### src/rtl/tdoa_pairing.sv
// Pairs mic1/mic2 rising-edge timestamps into (time_2 - time_1) differences,
// averages 2^AVG_LOG2 pairs and presents the result over a valid/ready handshake.
//
// Ports:
//   clock          reference clock, everything on posedge
//   reset          synchronous, active-high
//   time_1         latest mic1 timestamp; a change of value is an event
//   time_2         latest mic2 timestamp; a change of value is an event
//   delta          signed averaged (time_2 - time_1)
//   delta_valid    delta holds a fresh average
//   delta_ready    consumer accepts delta
//   timeout_count  saturating count of unpaired events discarded on lag expiry
module tdoa_pairing #(
  parameter int unsigned MAX_LAG  = 100000,
  parameter int unsigned AVG_LOG2 = 2
) (
  input  logic        clock,
  input  logic        reset,
  input  logic [31:0] time_1,
  input  logic [31:0] time_2,
  output logic [31:0] delta,
  output logic        delta_valid,
  input  logic        delta_ready,
  output logic [15:0] timeout_count
);

  localparam int unsigned AccW     = 32 + AVG_LOG2;
  localparam logic [31:0] MaxLag   = 32'(MAX_LAG);
  localparam logic [6:0]  LastPair = 7'((1 << AVG_LOG2) - 1);

  localparam logic [1:0] StIdle   = 2'd0;
  localparam logic [1:0] StWait2  = 2'd1;
  localparam logic [1:0] StWait1  = 2'd2;
  localparam logic [1:0] StOutput = 2'd3;

  logic [1:0]             state_q, state_d;
  logic [31:0]            t1_prev_q, t2_prev_q;
  logic [31:0]            t1_lat_q, t1_lat_d;
  logic [31:0]            t2_lat_q, t2_lat_d;
  logic [31:0]            lag_q, lag_d;
  logic [15:0]            timeout_q, timeout_d;
  logic [31:0]            delta_q, delta_d;
  logic                   valid_q, valid_d;
  logic signed [AccW-1:0] acc_q, acc_d;
  logic [6:0]             cnt_q, cnt_d;

  logic                   ev1, ev2;
  logic                   pair_fire;
  logic signed [31:0]     pair_diff;
  logic signed [AccW-1:0] acc_sum;

  // An event is any cycle in which the timestamp differs from last cycle's copy.
  assign ev1 = (time_1 != t1_prev_q);
  assign ev2 = (time_2 != t2_prev_q);

  always_comb begin
    state_d   = state_q;
    t1_lat_d  = t1_lat_q;
    t2_lat_d  = t2_lat_q;
    lag_d     = lag_q;
    timeout_d = timeout_q;
    delta_d   = delta_q;
    valid_d   = valid_q;
    acc_d     = acc_q;
    cnt_d     = cnt_q;
    pair_fire = 1'b0;
    pair_diff = '0;

    case (state_q)
      StIdle: begin
        if (ev1 && ev2) begin
          pair_fire = 1'b1;
          pair_diff = time_2 - time_1;
        end else if (ev1) begin
          t1_lat_d = time_1;
          lag_d    = '0;
          state_d  = StWait2;
        end else if (ev2) begin
          t2_lat_d = time_2;
          lag_d    = '0;
          state_d  = StWait1;
        end
      end
      StWait2: begin
        // Partner wins over both a repeated own event and lag expiry.
        if (ev2) begin
          pair_fire = 1'b1;
          pair_diff = time_2 - t1_lat_q;
          state_d   = StIdle;
        end else if (ev1) begin
          t1_lat_d = time_1;
          lag_d    = '0;
        end else if (lag_q == MaxLag) begin
          if (timeout_q != 16'hFFFF) timeout_d = timeout_q + 16'd1;
          state_d = StIdle;
        end else begin
          lag_d = lag_q + 32'd1;
        end
      end
      StWait1: begin
        if (ev1) begin
          pair_fire = 1'b1;
          pair_diff = t2_lat_q - time_1;
          state_d   = StIdle;
        end else if (ev2) begin
          t2_lat_d = time_2;
          lag_d    = '0;
        end else if (lag_q == MaxLag) begin
          if (timeout_q != 16'hFFFF) timeout_d = timeout_q + 16'd1;
          state_d = StIdle;
        end else begin
          lag_d = lag_q + 32'd1;
        end
      end
      StOutput: begin
        // Events here are dropped; the prev copies still track the inputs.
        if (valid_q && delta_ready) begin
          valid_d = 1'b0;
          state_d = StIdle;
        end
      end
      default: state_d = StIdle;
    endcase

    // Include the current pair in the sum so the output is ready the next cycle.
    acc_sum = acc_q + AccW'(pair_diff);
    if (pair_fire) begin
      if (cnt_q == LastPair) begin
        delta_d = 32'(acc_sum >>> AVG_LOG2);
        valid_d = 1'b1;
        acc_d   = '0;
        cnt_d   = '0;
        state_d = StOutput;
      end else begin
        acc_d = acc_sum;
        cnt_d = cnt_q + 7'd1;
      end
    end
  end

  always_ff @(posedge clock) begin
    // Copies follow the inputs even in reset so no event appears on release.
    t1_prev_q <= time_1;
    t2_prev_q <= time_2;
    if (reset) begin
      state_q   <= StIdle;
      t1_lat_q  <= '0;
      t2_lat_q  <= '0;
      lag_q     <= '0;
      timeout_q <= '0;
      delta_q   <= '0;
      valid_q   <= 1'b0;
      acc_q     <= '0;
      cnt_q     <= '0;
    end else begin
      state_q   <= state_d;
      t1_lat_q  <= t1_lat_d;
      t2_lat_q  <= t2_lat_d;
      lag_q     <= lag_d;
      timeout_q <= timeout_d;
      delta_q   <= delta_d;
      valid_q   <= valid_d;
      acc_q     <= acc_d;
      cnt_q     <= cnt_d;
    end
  end

  assign delta         = delta_q;
  assign delta_valid   = valid_q;
  assign timeout_count = timeout_q;

endmodule

### config.mk
export PLATFORM = sky130hd
export DESIGN_NAME = tdoa_pairing
export DESIGN_NICKNAME = d
export VERILOG_FILES = /design/src/rtl/tdoa_pairing.sv
export SDC_FILE = /design/constraint.sdc
export NUM_CORES = 1
export LEC_CHECK = 0
export CORE_MARGIN = 10
export CORE_UTILIZATION = 55
export CTS_BUF_LIST = sky130_fd_sc_hd__clkbuf_4 sky130_fd_sc_hd__clkbuf_8
export CTS_CLUSTER_SIZE = 10
export DETAILED_ROUTE_END_ITERATION = 16
export PLACE_DENSITY = 0.72
export SLEW_MARGIN = 20
export SYNTH_ARGS = -nofsm -noshare
export SYNTH_HDL_FRONTEND = slang
export SYNTH_SLANG_ARGS = --single-unit
### constraint.sdc
create_clock -name clock -period 6.5 [get_ports clock]
set_input_delay 0.65 -clock clock [delete_from_list [all_inputs] [get_ports clock]]
set_output_delay 0.65 -clock clock [all_outputs]
set_load 0.01 [all_outputs]
Word level (Yosys, flattened, before mapping)
Index checks and enable logic that the tools add are counted.
W data, S select, Z words.
- $add $sub $neg: 7
- equality and inequality tests: 14
- muxes and demuxes: 50
- reduce and logical (&&, ||, !) cells: 12
- operators by type and width (kind ; number):
    $mux W32 ; 17
    $pmux W32 S3 ; 2
    $pmux W32 S2 ; 2
    $mux W16 ; 6
    $sub A32 B32 Y32 ; 3
    $ne A32 B32 Y1 ; 2
    $add A34 B32 Y34 ; 1
    $mux W34 ; 1
    $add A32 B1 Y32 const B ; 1
    $eq A32 B17 Y1 const B ; 1
    $pmux W16 S2 ; 1
    $mux W2 ; 11
    $add A16 B1 Y16 const B ; 1
    $ne A16 B16 Y1 const B ; 1
    $ne A2 B2 Y1 const B ; 5
    $reduce_and A5 Y1 ; 2
    $pmux W2 S4 ; 1
    $add A7 B1 Y7 const B ; 1
    $eq A7 B2 Y1 const B ; 1
    $mux W1 ; 7
    $mux W7 ; 1
    $reduce_bool A2 Y1 ; 3
    $eq A2 B2 Y1 const B ; 2
    $reduce_and A2 Y1 ; 2
    7 further kinds ; 8
- register bits: 252
- input port bits: 67
- word-level logic and storage cells: 94

Longest topological paths before layout
Gate-level depths: netlist (run 1).
- depth after elaboration: 7
- depth in mapped cells: 26

Worst setup path before layout (run 1)
OpenSTA, ideal clock, no wires.
- path kind: input port to flip-flop
- from: input time_2[0]
- to: register delta_q[31], in the netlist delta[31]
- setup time: 0.116 ns
- arrival: 5.119 ns
- path slack: 1.265 ns
- stages on the path: 24
- path buffers: 0
- path through: inv_1 -> ha_1 -> fa_1 -> nor2b_1 -> o21ai_0 -> a21boi_0 -> o311ai_0 -> a221oi_2 -> a31o_2 -> a21o_1 -> a311oi_1 -> or3_1 -> a31oi_1 -> ha_1 -> o21ai_0 -> a22oi_1 -> nand3_1 -> a2111oi_0 -> nor2_1 -> and3_1 -> o31ai_4 -> xor2_1 -> xnor2_1 -> o21ai_1
- longest elaborated chain between the ends: 5
- elaborated cells between the ends (all ways): 12
- those cells by class: 3 x add/sub; 1 x eq/ne; 6 x mux; 2 x reduce/logical
- ends and longest elaborated chain (element ; RTL line ; RTL):
    start: declaration ; 20 ; input logic [31:0] time_2,
    parallel branches: the longest is 5 deep, another holds $add A34 B32 Y34 ; n/a ;
    end signal: assignment ; 161 ; delta_q <= delta_d;
    end: declaration ; 42 ; logic [31:0] delta_q, delta_d;
Several ways; the timed one is not identified.
A chain may end at the register's enable or synchronous reset.

Worst setup path in the final report (run 1)
Ends and elaborated chain as after synthesis.

==> results.md, run 1 <==
* Status: finished clean
* Crit path buf inv count at 2
* Final Total Pwr at roughly 6400 uW
* Root buf cell: clkbuf_8
* DRC Markers at 0
* CP delay by family, top: compound AO/OA/AOI/OAI gates
* Core Area at 29500 sq um
* Antenna Violating Nets Remaining at 0
* Comb power frac at 46.2%
* Fmax achieved at approximately 170 MHz
* DR top layer: met5
* Hold Buf Count CTS at 0
* Boundary Pins at 116
* Most common cell after layout, fill and taps aside: dfxtp_1
* Fillers at 2582
* Reg2Reg Depth at 24
* Gpl congestion at approximately 0.93
* DR pass1 iterations at 6
* First-pass GRT wire length at 79.9 mm
* Initial antenna violation count at 1
* Worst Setup Start Kind: primary input
* WHS Endpoint: t1_lat_q[16]
* Fin nets at 2368
* Crit Path Category: in -> reg
* Sw Share at a little under two fifths
* Std-Cell Rows at 63
* Cell Int Power at slightly below 4000 uW
* Worst Skew at ~0.036 ns
* Min-Delay Path Class: reg -> reg
* Clk_lat worst skew at between 0.5 and 0.6 ns
* Drt total wl at approximately 51 mm
* Vias in the first global route at 14900
* Vias/cell at just under 6
* Worst path slowest cell: clkdlybuf4s50_1
* Synth Cell Area at 16400 sq um
* Met1 Wirelength at ~22 mm
* Routed length on met2 at between 20 and 25 mm
* Sequential power share at between 20 and 30%
* Final Util at approximately 66%
* Total CTS buffers at between 40 and 50
* Endpoints failing setup at 0
* Synth-to-layout area growth at 18.1%
* Full die area at around 37000 sq um
* CTS tree: yes
* Setup TNS at 0 ns
* Largest net degree at the start of global routing at 76
* Initial drt markers at slightly above 1000
* Post-CTS Resized at 0
* Final period util at between 90% and 100%
* Hold depth at 2
* Cells after synthesis at approximately 2000
* Flop2flop setup slack at between 0.7 and 0.8 ns
* Endpoint class of the critical path: register
* HPWL Detailed at around 39 mm
* Worst VDD drop at 0.218 mV
* Leak at 0.00802 uW
* ANT cells at 0
* Clk sinks at 252
* CP arrival at 6.40 ns
* Clk pin slew, worst setup/hold paths at about 0.060 ns
* P_sw at ~2500 uW
* Die H at about 190 um
* Most frequent cells in the layout: dfxtp_1 (252), a21oi_1 (194), nor2_1 (186), nand2_1 (183), ha_1 (133)
* FFs w/ async S/R, synth at 0%
* Fin. Hold Viols at 0
* EDFF count, synth at 0
* Initial Util at 55.5%
* Syn Nets at between 2000 and 2500
* I/O Buffers at roughly 120
* Via count at 15200
* Max Root-Sink Buffers at 3
* CP Launch Point: time_2[0]
* Post-CTS Setup Bufs at 0
* CP required at 6.93 ns
* R2r startpoint: t1_lat_q[2]
* GRT overflow at 0
* Period minus WS final at approximately 6.0 ns
* Post-synth cell types at 86
* Clock Power Share at between 20% and 30%
* #FFs+latches synth at ~250
* Die Wd at 192 um
* Worst Tran Pin Value at between 1 and 1.5 ns
* Worst r2r dst: delta[31]
* Share of cells above drive strength 1 at slightly below 9%
* PwrDens at between 300 and 400 nW/um^2
* Main synth FF type: dfxtp_1
* GR Util All Layers at between 20% and 30%
* RSZ-0062 raised after global routing: no
* Final Max Tran Viols at 0
* Crit path largest cell delay at ~0.48 ns
* Max-cap violations at 0
* Crit path max fanout at 5
* Avg Cell Area, Syn at a little over 8 sq um
* Relative slew slack at between 30% and 40%
* Crit path depth at 25
* WL met3 at slightly above 3 mm
* Synth warn at 0
* Seq/Total Area, Yosys at about 31%
* Worst Hold Launch: t1_lat_q[16]
* Post-DR wirelength/cell at between 15 and 20 um
* H-tree lvl count at 2
[per-layer routing]
layer	vias to the layer above	global-route usage, %
li1	7477	-
met1	7137	33.4
met2	442	45.3
met3	134	4.39
met4	2	12.3
met5	-	0
[synthesized netlist by cell type (all sizes together), types with 8 or more instances]
cell	count	area, sq um
a211oi	16	125
a21o	64	480
a21oi	195	987
a22o	24	210
a22oi	37	278
a31oi	12	75.1
and2	8	51.3
and3	19	124
and4	8	72.6
buf	13	72.6
clkbuf	58	218
dfxtp	252	5040
ha	134	1680
inv	104	390
mux2i	40	400
nand2	185	699
nand2b	18	113
nand3	49	258
nand4	23	144
nor2	193	734
nor2b	16	100
nor3	35	175
nor3b	9	67.6
nor4	21	138
o211ai	15	113
o21a	14	105
o21ai	88	444
o21bai	15	113
or2	8	50.1
or3	14	93.8
xnor2	80	701
xor2	132	1160
[power by group through the flow]
stage	clock (uW)	combinational, uW	sequential, uW
global placement	0	2870	1820
CTS	1670	2940	1800
global route	1750	3280	1810
floorplan	0	1960	1820
finish	1650	2960	1800
detailed placement	0	2920	1830
[worst register-to-register path, cell delays in order, from the launching register on]
cell       delay (ns)
dfxtp_1          0.33
inv_1            0.05
ha_1             0.33
nor2b_1          0.15
o21ai_0          0.21
a21boi_0         0.18
o311ai_0         0.72
a221oi_2         0.18
buf_4            0.21
a211o_1          0.25
a21o_1           0.19
xor2_1           0.15
a222oi_1         0.31
nor2_1           0.08
ha_1             0.33
o21ai_0          0.09
a22oi_1          0.23
nand3_1          0.13
a2111oi_0        0.34
nor2_1           0.12
and3_1           0.23
o31ai_4          0.34
xor2_1           0.23
xnor2_1          0.14
o21ai_1          0.07
[logic make-up (layout without fill, tap and decap cells)]
family	after synthesis	after routing	share of synthesized area [%]
fa+ha+maj	138	138	10.7
buf+inv	175	372	4.16
flops	252	252	30.8
simple gates	625	625	18.2
compound gates	557	557	22.2
mux	40	40	2.45
xor+xnor	212	212	11.4
[per-stage QoR]
stage	setup WS (ns)	hold slack [ns]	cell area, sq um	cells
global route	0.188	0.476	19300	2586
global placement	0.221	0.442	18300	2508
finish	0.530	0.453	19300	2586
detailed placement	0.132	0.447	18300	2508
CTS	0.674	0.456	19300	2586
floorplan	1.26	0.436	16400	1999
[worst max path at each step]
stage                      to  slack [ns]
detailed placement  acc_q[33]        0.13
global placement    delta[31]        0.22
floorplan           delta[31]        1.26
finish              delta[31]        0.53
CTS                 acc_q[33]        0.67
global route        acc_q[33]        0.19
[final cells by class]
class | instances | area, sq um | area share [%]
clock buffers | 62 | 797 | 4.13
clock inverters | 16 | 195 | 1.01
inverters | 104 | 390 | 2.02
multi-input cells | 1572 | 10700 | 55.2
flip-flops and latches | 252 | 5040 | 26.1
well taps | 390 | 488 | 2.53
repair buffers | 190 | 1740 | 8.99
[sequential cells by signal, indices dropped and copies added (netlist names)]
register       flops
timeout_count     16
delta             32
t1_lat_q          32
t2_prev_q         32
state_q            2
acc_q             34
delta_valid        1
t1_prev_q         32
cnt_q              7
lag_q             32
t2_lat_q          32
Power figures use the tool's default switching activity.
==> run 2: changes to the inputs <==
==> constraint.sdc (replaced) <==
create_clock -name clock -period 6.95 [get_ports clock]
set_input_delay 0.695 -clock clock [delete_from_list [all_inputs] [get_ports clock]]
set_output_delay 0.695 -clock clock [all_outputs]
set_load 0.01 [all_outputs]
==> results.md, run 2 (synthesis gave the netlist of run 1 again) <==
* Largest register FFs at 34
* P_sw at between 2000 and 2500 uW
* Initial antenna violation count at 1
* Final period util at around nine tenths
* Max Root-Sink Buffers at 3
* Status: finished clean
* Clk sinks at about 250
* Share of cells above drive strength 1 at 6.88%
* Min-Delay Path Class: reg -> reg
* Die H at between 150 and 200 um
* Most common cell after layout, fill and taps aside: dfxtp_1
* First-pass GRT wire length at about 80 mm
* GRT overflow at 0
* Worst Skew at 0.0304 ns
* Antenna Violating Nets Remaining at 0
* Initial Util at 55.5%
* Vias in the first global route at about 15000
* Synth-to-layout area growth at 15.6%
* Fillers at about 2700
* Hold Buf Count CTS at 0
* HPWL Detailed at about 40 mm
* CTS tree: yes
* PwrDens at 301 nW/um^2
* Post-CTS Resized at 0
* Final Max Tran Viols at 0
* Endpoint class of the critical path: register
* Worst Slack Setup Final at roughly 0.75 ns
* Cell Int Power at approximately 3400 uW
* Max-cap violations at 0
* CP required at 7.38 ns
* Fin. Hold Viols at 0
* Fmax achieved at 161 MHz
* Clk pin slew, worst setup/hold paths at ~0.070 ns
* DRC Markers at 0
* Gpl congestion at just under 1
* Initial drt markers at 1139
* GR Util All Layers at 27.2%
* I/O Buffers at 115
* Relative slew slack at between 20 and 30%
* Post-place setup slack at approximately 0.28 ns
* Vias/cell at 5.87
* H-tree lvl count at 2
* Drt total wl at 51.1 mm
* Clock Power Share at approximately a quarter
* Boundary Pins at around 120
* Leak at between 0.007 and 0.008 uW
* CP arrival at between 6 and 7 ns
* Crit path max fanout at 7
* Via count at approximately 15000
* Clk_lat worst skew at 0.58 ns
* Total CTS buffers at 43
* Post-CTS Setup Bufs at 0
* DR pass1 iterations at 5
* Endpoints failing setup at 0
* RSZ-0062 raised after global routing: no
* Period minus WS final at slightly above 6 ns
* Post-DR wirelength/cell at 20.1 um
* Root buf cell: clkbuf_8
* Std-Cell Rows at 63
* Core Area at 29500 sq um
* Worst VDD drop at between 0.2 and 0.3 mV
* Sw Share at about two fifths
* Comb power frac at about 46%
* Full die area at 37000 sq um
* Sequential power share at about 30%
* Worst Setup Start Kind: primary input
* Worst Tran Pin Value at 1.07 ns
* Largest Register: acc_q
* Setup TNS at 0 ns
* Final Util at between 60 and 70%
* Die Wd at just under 200 um
* Largest net degree at the start of global routing at 68
* Fin nets at ~2300
* Crit Path Category: in -> reg
* Most frequent cells in the layout: dfxtp_1 (252), a21oi_1 (194), nor2_1 (186), nand2_1 (183), ha_1 (133)
## run 2: cell count changes in the layout (fill, tap and decap cells not counted), sizes merged
| cell | before | now |
|---|---|---|
| clkbuf | 62 | 65 |
| clkinv | 9 | 6 |
| clkinvlp | 1 | 6 |
| bufinv | 4 | 0 |
| inv | 106 | 104 |
| diode | 0 | 1 |
| buf | 76 | 32 |
## run 2: path summary, 6_finish.rpt
path	from	endpoint	slack, ns	cells past startpoint
setup / recovery	time_2[0]	delta[31]	0.75	25
hold / removal	delta[30]	delta[30]	0.46	2
setup reg to reg	t1_lat_q[0]	delta[31]	1.19	23
hold reg to reg	delta[30]	delta[30]	0.46	2
## run 2: power groups by stage
stage	clock network [uW]	registers [uW]	logic, uW
after detailed placement	0	1710	2560
after CTS	1440	1680	2580
after global routing	1500	1690	2870
final	1410	1680	2590
after global placement	0	1700	2530
after floorplan	0	1700	1830
## run 2: stage by stage
step	power [uW]	hold slack [ns]	cell area, sq um	cells
2_1_floorplan	3540	0.436	16400	1999
3_3_place_gp	4230	0.440	18000	2464
3_5_place_dp	4270	0.447	18000	2464
4_1_cts	5700	0.456	18900	2541
5_1_grt	6070	0.475	18900	2541
6_report	5680	0.455	18900	2542
## run 2: area by class of cell
class                   count  area [sq um]  area share (%)
inverters                 104           390            2.07
diodes                      1          2.50          0.0132
clock buffers              65           851            4.50
clock inverters            12          75.1           0.397
flip-flops and latches    252          5040            26.7
well taps                 390           488            2.58
repair buffers            146          1380            7.31
multi-input cells        1572         10700            56.4
## run 2: critical path: stages
cell and delay [ns]:
clkdlybuf4s50_1 0.53, inv_1 0.08, ha_1 0.22, fa_1 0.41, nor2b_1 0.11, o21ai_0 0.11
a21boi_0 0.32, o311ai_0 0.27, a221oi_2 0.63, a31o_2 0.25, a21o_1 0.14, a311oi_1 0.08
or3_1 0.31, a31oi_1 0.19, ha_1 0.23, o21ai_0 0.15, a22oi_1 0.24, nand3_1 0.13
a2111oi_0 0.34, nor2_1 0.17, and3_1 0.24, o31ai_4 0.34, xor2_1 0.20, xnor2_1 0.14
o21ai_1 0.07
## run 2: per-layer routing
metal / track usage [%] / vias up / routed length [um]
li1: - / 7367 / -
met1: 33.7 / 6988 / 22000
met5: 0 / - / 0
met3: 4.95 / 133 / 3260
met2: 44.8 / 442 / 23300
met4: 13.2 / 0 / 2470
